==> src/rtl/mem_cmd_host.sv <==
// rtl/mem_cmd_host.sv - UART command initiator for the on-chip memory tester
// Optional read-response watchdog: define MEM_CMD_HOST_TIMEOUT_EN.
module mem_cmd_host #(
  parameter int SAMPLE  = 105,
  parameter int TIMEOUT = 4096
) (
  input  logic       i_clk,
  input  logic       i_nrst,
  input  logic       i_req_valid,
  output logic       o_req_ready,
  input  logic       i_req_we,
  input  logic [1:0] i_req_sel,
  input  logic [9:0] i_req_addr,
  input  logic [7:0] i_req_wdata,
  output logic       o_rsp_valid,
  output logic [7:0] o_rsp_rdata,
  output logic       o_rsp_err,
  output logic       o_busy,
  output logic       o_tx,
  input  logic       i_rx
);
  localparam int CW = (SAMPLE < 1) ? 1 : $clog2(SAMPLE + 1);
  localparam logic [CW-1:0] C_LAST = CW'(SAMPLE);
  localparam logic [CW-1:0] C_HALF = CW'(SAMPLE / 2);

  localparam logic [1:0] ST_IDLE    = 2'd0;
  localparam logic [1:0] ST_SEND    = 2'd1;
  localparam logic [1:0] ST_WAIT_RX = 2'd2;
  localparam logic [1:0] ST_RESP    = 2'd3;

  logic [1:0]    r_state;
  logic          r_we;
  logic [1:0]    r_sel;
  logic [9:0]    r_addr;
  logic [7:0]    r_wdata;
  logic [2:0]    r_idx;
  logic [3:0]    r_bit;
  logic [CW-1:0] r_cnt;
  logic          r_rx_s1, r_rx_s2, r_rx_busy;
  logic [3:0]    r_rx_bit;
  logic [CW-1:0] r_rx_cnt;
  logic [7:0]    r_rx_sh;
  logic [7:0]    r_rdata;
  logic          r_err;

  logic [3:0]  w_we_cmd, w_re_cmd;
  logic [7:0]  w_byte;
  logic [10:0] w_frame;
  logic [2:0]  w_last;
  logic        w_rx, w_bit_end, w_rx_valid_start, w_rx_done, w_timeout;

  always_comb begin
    w_we_cmd = 4'h6;
    w_re_cmd = 4'h7;
    case (r_sel)
      2'd1: begin w_we_cmd = 4'h8; w_re_cmd = 4'h9; end
      2'd2: begin w_we_cmd = 4'hA; w_re_cmd = 4'hB; end
      default: ;
    endcase
  end

  always_comb begin
    w_byte = 8'h00;
    case (r_idx)
      3'd0: w_byte = {2'b00, r_addr[9:8], 4'h4};
      3'd1: w_byte = {r_addr[7:4], 4'h4};
      3'd2: w_byte = {r_addr[3:0], 4'h4};
      3'd3: w_byte = r_we ? {r_wdata[7:4], 4'h1} : {4'h0, w_re_cmd};
      3'd4: w_byte = r_we ? {r_wdata[3:0], 4'h1} : 8'h00;
      3'd5: w_byte = {4'h0, w_we_cmd};
      default: w_byte = 8'h00;
    endcase
  end

  // Frame bit 0 is the start bit, bits 9..10 the two stop bits.
  assign w_frame   = {2'b11, w_byte, 1'b0};
  assign w_last    = r_we ? 3'd5 : 3'd4;
  assign w_bit_end = (r_cnt == C_LAST);
  assign w_rx      = r_rx_s2;
  assign w_rx_valid_start = r_rx_busy && (r_rx_bit == 4'd0) && (r_rx_cnt == C_HALF) && !w_rx;
  assign w_rx_done = r_rx_busy && (r_rx_bit == 4'd9) && (r_rx_cnt == C_LAST);

`ifdef MEM_CMD_HOST_TIMEOUT_EN
  localparam int TW = $clog2(TIMEOUT + 1);
  logic [TW-1:0] r_to_cnt;

  // Watchdog only advances while hunting for a start bit.
  always_ff @(posedge i_clk or negedge i_nrst) begin
    if (!i_nrst)                                    r_to_cnt <= '0;
    else if (r_state != ST_WAIT_RX || w_rx_valid_start) r_to_cnt <= '0;
    else if (!r_rx_busy)                            r_to_cnt <= r_to_cnt + 1'b1;
  end
  assign w_timeout = (r_state == ST_WAIT_RX) && !r_rx_busy && (r_to_cnt == TW'(TIMEOUT - 1));
`else
  assign w_timeout = (TIMEOUT < 0);
`endif

  always_ff @(posedge i_clk or negedge i_nrst) begin
    if (!i_nrst) begin
      r_state <= ST_IDLE;
      r_we    <= 1'b0;
      r_sel   <= 2'd0;
      r_addr  <= 10'd0;
      r_wdata <= 8'd0;
      r_idx   <= 3'd0;
      r_bit   <= 4'd0;
      r_cnt   <= '0;
      r_rx_s1 <= 1'b1;
      r_rx_s2 <= 1'b1;
      r_rdata <= 8'd0;
      r_err   <= 1'b0;
    end else begin
      r_rx_s1 <= i_rx;
      r_rx_s2 <= r_rx_s1;
      case (r_state)
        ST_IDLE: begin
          if (i_req_valid) begin
            r_we    <= i_req_we;
            r_sel   <= i_req_sel;
            r_addr  <= i_req_addr;
            r_wdata <= i_req_wdata;
            r_idx   <= 3'd0;
            r_bit   <= 4'd0;
            r_cnt   <= '0;
            r_state <= ST_SEND;
          end
        end
        ST_SEND: begin
          r_cnt <= w_bit_end ? '0 : r_cnt + 1'b1;
          if (w_bit_end) begin
            if (r_bit == 4'd10) begin
              r_bit <= 4'd0;
              if (r_idx == w_last) begin
                r_idx <= 3'd0;
                if (r_we) begin
                  r_err   <= 1'b0;
                  r_state <= ST_RESP;
                end else begin
                  r_state <= ST_WAIT_RX;
                end
              end else begin
                r_idx <= r_idx + 1'b1;
              end
            end else begin
              r_bit <= r_bit + 1'b1;
            end
          end
        end
        ST_WAIT_RX: begin
          if (w_rx_done) begin
            r_rdata <= r_rx_sh;
            r_err   <= !w_rx;
            r_state <= ST_RESP;
          end else if (w_timeout) begin
            r_rdata <= 8'hFF;
            r_err   <= 1'b1;
            r_state <= ST_RESP;
          end
        end
        default: r_state <= ST_IDLE;
      endcase
    end
  end

  always_ff @(posedge i_clk or negedge i_nrst) begin
    if (!i_nrst) begin
      r_rx_busy <= 1'b0;
      r_rx_bit  <= 4'd0;
      r_rx_cnt  <= '0;
      r_rx_sh   <= 8'd0;
    end else if (r_state != ST_WAIT_RX) begin
      r_rx_busy <= 1'b0;
      r_rx_bit  <= 4'd0;
      r_rx_cnt  <= '0;
    end else if (!r_rx_busy) begin
      if (!w_rx) begin
        r_rx_busy <= 1'b1;
        r_rx_bit  <= 4'd0;
        r_rx_cnt  <= '0;
      end
    end else if (r_rx_bit == 4'd0) begin
      if (r_rx_cnt == C_HALF) begin
        r_rx_cnt <= '0;
        if (w_rx) r_rx_busy <= 1'b0;
        else      r_rx_bit  <= 4'd1;
      end else begin
        r_rx_cnt <= r_rx_cnt + 1'b1;
      end
    end else if (r_rx_cnt == C_LAST) begin
      r_rx_cnt <= '0;
      if (r_rx_bit != 4'd9) begin
        r_rx_sh  <= {w_rx, r_rx_sh[7:1]};
        r_rx_bit <= r_rx_bit + 1'b1;
      end
    end else begin
      r_rx_cnt <= r_rx_cnt + 1'b1;
    end
  end

  assign o_req_ready = (r_state == ST_IDLE);
  assign o_busy      = !o_req_ready;
  assign o_rsp_valid = (r_state == ST_RESP);
  assign o_rsp_rdata = r_rdata;
  assign o_rsp_err   = r_err;
  assign o_tx        = (r_state == ST_SEND) ? w_frame[r_bit] : 1'b1;
endmodule
==> config.mk <==
export PLATFORM = sky130hd
export DESIGN_NAME = mem_cmd_host
export DESIGN_NICKNAME = d
export VERILOG_FILES = /design/src/rtl/mem_cmd_host.sv
export SDC_FILE = /design/constraint.sdc
export NUM_CORES = 1
export LEC_CHECK = 0
export ABC_AREA = 1
export CAP_MARGIN = 40
export CORE_MARGIN = 2
export CORE_UTILIZATION = 57
export CTS_CLUSTER_DIAMETER = 100
export CTS_CLUSTER_SIZE = 14
export DETAILED_ROUTE_END_ITERATION = 8
export PLACE_DENSITY = 0.89
export SLEW_MARGIN = 15
export SYNTH_ARGS = -nofsm -noshare
export SYNTH_HDL_FRONTEND = slang
export SYNTH_SLANG_ARGS = --single-unit
export TNS_END_PERCENT = 30
==> constraint.sdc <==
create_clock -name i_clk -period 1.8 [get_ports i_clk]
set_input_delay 0.27 -clock i_clk [delete_from_list [all_inputs] [get_ports i_clk]]
set_output_delay 0.27 -clock i_clk [all_outputs]
set_load 0.005 [all_outputs]
=== Word-level counts from Yosys, hierarchy flattened ===
Cells that the tools add are included.

* Register bits: 68
* Bits of input ports: 25
* Output and inout port bits: 13
* Word-level logic and storage cells: 124

* $add $sub $neg: 5
* Order comparisons: 1
* Equal/unequal tests: 29
* Multiplexer cells: 53
* Bitwise logic cells: 2
* Reductions and logical operators: 18

{| class="wikitable"
|+ Operators with widths
! kind !! count
|-
| two-way mux 7 bit || 8
|-
| case mux 8 bit (6 select lines) || 1
|-
| two-way mux 4 bit || 11
|-
| case mux 4 bit (2 select lines) || 3
|-
| two-way mux 8 bit || 2
|-
| AND reduction 5 bit || 3
|-
| adder 7 x 1 -> 7 bit, second input constant || 2
|-
| equality test 7 bit, second input constant || 2
|-
| two-way mux 1 bit || 14
|-
| inequality test 2 bit, second input constant || 7
|-
| case mux 7 bit (2 select lines) || 1
|-
| two-way mux 3 bit || 4
|-
| inequality test 4 bit, second input constant || 3
|-
| two-way mux 2 bit || 5
|-
| adder 4 x 1 -> 4 bit, second input constant || 2
|-
| equality test 4 bit, second input constant || 2
|-
| inequality test 4 x 1 -> 1 bit, second input constant || 2
|-
| equality test 7 x 6 -> 1 bit, second input constant || 1
|-
| equality test 2 bit, second input constant || 3
|-
| equality test 3 x 2 -> 1 bit, second input constant || 2
|-
| equality test 3 bit, second input constant || 2
|-
| case mux 2 bit (3 select lines) || 1
|-
| case mux 3 bit (2 select lines) || 1
|-
| AND reduction 2 bit || 3
|-
| other kinds (18) || 23
|}

=== Logic depth before layout (Yosys ltp) ===
Gate-level depths: netlist (run 1).

* Word-level depth: 7
* Mapped depth: 13
* Gate-level depth less buffers: 12

=== Worst setup path after synthesis (run 1) ===
OpenSTA, ideal clock, no wires.

* Path kind: flip-flop to output port
* Start: reg r_idx[2]
* End: out o_tx
* Arrival: 1.422 ns
* Setup slack: 0.108 ns
* Stages on the path, launching flop included: 14
* Path buffers: 1
* Cell sequence: dfrtp_1 inv_1 buf_2 ha_1 nand2_1 nand2_1 nand2_1 nand2_1 nand2_1 inv_1 nand2_1 nand2_1 nand3_1 nand2_1

* Word-level cells in the longest chain between the ends: 5
* Elaborated cells between the ends (all ways): 10

{| class="wikitable"
|+ Ends and longest elaborated chain
! what !! line !! RTL
|-
| from (decl) || 36 || <nowiki>logic [2:0] r_idx;</nowiki>
|-
| from (signal assigned) || 142 || <nowiki>r_idx <= r_idx + 1'b1;</nowiki>
|-
| equality test 3 bit, or another cell as far along || 64 || <nowiki>case (r_idx)</nowiki>
|-
| case mux 8 bit (6 select lines) (*) || 64 ||
|-
| binary-select mux 1 bit (select 4 bit) (*) || 205 || <nowiki>assign o_tx = (r_state == ST_SEND) ? w_frame[r_bit] : 1'b1;</nowiki>
|-
| two-way mux 1 bit (not written as such) (*) || 205 ||
|-
| two-way mux 1 bit (*) || 205 ||
|-
| to (decl) || 19 || <nowiki>output logic o_tx,</nowiki>
|}

Every way passes the cells marked *; elsewhere a longest branch is shown, timed or not. The select of a mux whose other input is x is not followed.

=== Final worst setup path (run 1) ===
* Start: reg r_idx[0]
* End: out o_tx

The elaborated chain is that of the path after synthesis.

==> qor.txt, run 1 <==
Status - finished, violations left
Failing checks - setup timing
Clk pin slew, worst setup/hold paths - 80 ps
Die Wd - 84.9 microns
Leading cell types in the layout, fill and taps excluded - nand2_1, dfrtp_1, inv_1, nor2_1, nand3_1
Sw frac - 40.6%
Routability cong. - 0.914
Final setup margin - -358 ps
First-pass GRT wire length - 14.5 mm
Power per cell area - 1220 nW/um^2
Area Overhead vs Synth - 23.4%
TNS Setup - -358 ps
NumNets Final - 572
Yosys cell types - 35
Gr usage total - 25.1%
Sequential share of power - 37.6%
Num ports - 38
Critical Path Most Common Cell - nand2_1
Number of antenna repair diodes - 0
Cell Int Power - 0.00335 W
Crit. End Element - primary output
Max Slew Vio Count - 0
Worst Max-Slew Pin Slew - 373 ps
Placed wire-length estimate - 5.85 mm
Net count after synthesis - 509
Tcrit/Tclk final - 120%
Clock share of power - 20.6%
Crit start category - flop
Syn Area/Cell - 8.06 sq um
Vias in the first global route - 3195
DRT Pass-1 Iters - 5
Final setup fails - 1
Top_reg_cell synth - dfrtp_1
Final ANT Viol Nets - 0
CTS tree - yes
Htree depth - 3
Max incr delay on CP - 430 ps
Commonest non-fill, non-tap cell in the layout - nand2_1
Routed WL - 8.46 mm
Max Cap Viol - 0
Lkg Pwr - 2.25 nW
Worst EP arrival - 1890 ps
Initial Util - 58.8%
I/O Buffers - 37
Largest net degree at the start of global routing - 57
Core area - 6350 sq um
Number of synthesized flops with an enable pin - 0
Fin crit period - 2160 ps
Max-slew headroom - 74.9%
Sequential area share after synthesis - 45.7%
Share of cells above drive strength 1 - 17.1%
Placement Cell Area - 4300 sq um
Worst IR Drop VDD - 903 uV
Gate Count Post-Synth - 463
Asr flop ratio synth - 100%
Required @ worst endpoint - 1530 ps
P_sw - 0.00229 W
Finished Cell Area - 4600 sq um
Max Clk Rate - 463 MHz
Max Buffers Root-to-Sink - 2
Crit-path slowest cell - dfrtp_1
Synth Warn # - 0
DRC - 0
Vias - 3257
Antenna violations before repair - 0
Clk sinks - 68
Wire per inst - 13.9 microns
Global route overflow - 0
Clock Skews - 13.1 ps
Final core utilization - 72.5%
CP cell instances - ha_2 -> ha_4 -> nand3_2 -> nand2_1 -> a21oi_1 -> nand3_1 -> a21oi_2 -> nand2_1 -> buf_2
1st-iter DRT viols - 247
HP Class - in -> reg
Num CTS Buffers - 9
Synthesized area - 3730 sq um
Crit path kind - reg -> out
Die height - 84.9 microns
Root Buffer - clkbuf_8
Row count - 29
Unrepaired setup endpoints after global routing - true
Pre-CTS setup slack - -424 ps
Crit Path Max Fanout - 6
Final Hold Violating Endpoints - 0
Vias per std cell - 5.36
Overall Power - 0.00564 W
Logic pwr share - 41.8%
Die Area - 7210 sq um
Clock insertion delay at the later pin of the skew report - 350 ps
Synthesized flop and latch total - 68
==> final cells by class <==
cell class	instances	area [sq um]
multi-input combinational	328	1840
fill	460	1750
sequential	68	1700
timing repair buffer	60	564
inverter	59	225
clock buffer	10	138
tap	77	96.3
clock inverter	6	40.0
==> worst max-delay path: cells and delay by family (launching register included) <==
family          cells  cell delay [ps]
flops               1              430
fa+ha+maj           2              410
simple gates        4              310
compound gates      2              270
buf+inv             1              120
==> flip-flops by register name, indices dropped and copies added, names as in the netlist, 3 cells and up <==
signal,flops
o_rsp_rdata,8
r_addr,10
r_bit,4
r_cnt,7
r_idx,3
r_rx_bit,4
r_rx_cnt,7
r_rx_sh,8
r_wdata,8
==> cells by family (layout without fill, tap and decap cells) <==
| family | after synthesis | count (layout) | share of synthesized area (%) |
|---|---|---|---|
| and+or+nand+nor | 248 | 248 | 29.1 |
| xor gates and xnor gates | 10 | 10 | 2.35 |
| DFF | 68 | 68 | 45.7 |
| AOI/OAI and AO/OA | 47 | 47 | 7.84 |
| adders and majority gates | 21 | 21 | 7.04 |
| muxes | 2 | 2 | 0.670 |
| buffers and inverters | 67 | 135 | 7.31 |
==> power groups by stage <==
| stage | registers (W) | clock network (W) | logic (W) |
|---|---|---|---|
| 2_1_floorplan | 0.00207 | 0 | 0.00144 |
| 3_3_place_gp | 0.00213 | 0 | 0.00204 |
| 3_5_place_dp | 0.00215 | 0 | 0.00213 |
| 4_1_cts | 0.00211 | 0.00117 | 0.00228 |
| 5_1_grt | 0.00216 | 0.00123 | 0.00263 |
| 6_report | 0.00212 | 0.00116 | 0.00235 |
==> cell usage after synthesis (all sizes together), types with 4 or more instances <==
| library cell | n | share of area, % |
|---|---|---|
| nand3 | 41 | 6.2 |
| ha | 21 | 7.0 |
| xor2 | 8 | 1.9 |
| o21ai | 31 | 5.3 |
| nor3 | 4 | 0.54 |
| nor2 | 44 | 5.1 |
| nand2 | 153 | 16 |
| dfrtp | 66 | 44 |
| a21oi | 8 | 1.1 |
| inv | 58 | 5.8 |
| o22ai | 6 | 1.0 |
| buf | 6 | 1.1 |
==> path summary, 6_finish.rpt <==
check / startpoint / end / slack (ps) / cells past startpoint
max: r_idx[0] / o_tx / -360 / 9
min in group asynchronous: i_nrst / r_cnt[2] / 350 / 2
min reg2reg: r_rx_s1 / r_rx_s2 / 360 / 0
min: i_rx / r_rx_s1 / 320 / 1
max in group asynchronous: i_nrst / r_rx_s2 / 820 / 3
max reg2reg: r_state[1] / r_rx_bit[0] / 110 / 10
==> routing by layer <==
| metal | vias up | global-route usage, % | share of wire (%) |
|---|---|---|---|
| met3 | 22 | 3.99 | 4.5 |
| met1 | 1559 | 31.1 | 42 |
| met2 | 98 | 43.6 | 51 |
| met5 | - | 0 | 0 |
| met4 | 0 | 10.8 | 2.2 |
| li1 | 1578 | - | - |
==> timing repair <==
item                                    in CTS  in global routing
hold endpoints to repair                    12                  0
pin swaps                                    7                  1
setup buffers                                4                  1
endpoints found under the setup margin       7                  8
hold buffers                                 1                  0
resized for setup                           18                 13
==> through the flow <==
stage	hold slack (ps)	instances
2_1_floorplan	-25.6	463
3_3_place_gp	184	586
3_5_place_dp	188	586
4_1_cts	313	607
5_1_grt	324	608
6_report	322	608
Power figures use the tool's default switching activity.
==> run 2: changes to the inputs <==
--- a/config.mk
+++ b/config.mk
@@ -9,7 +9,7 @@
 export CAP_MARGIN = 40
 export CORE_MARGIN = 2
 export CORE_UTILIZATION = 57
-export CTS_CLUSTER_DIAMETER = 100
+export CTS_CLUSTER_DIAMETER = 80
 export CTS_CLUSTER_SIZE = 14
 export DETAILED_ROUTE_END_ITERATION = 8
 export PLACE_DENSITY = 0.89
==> results of run 2 <==
Same layout as run 1: the final DEF is identical, and so are final timing and power.
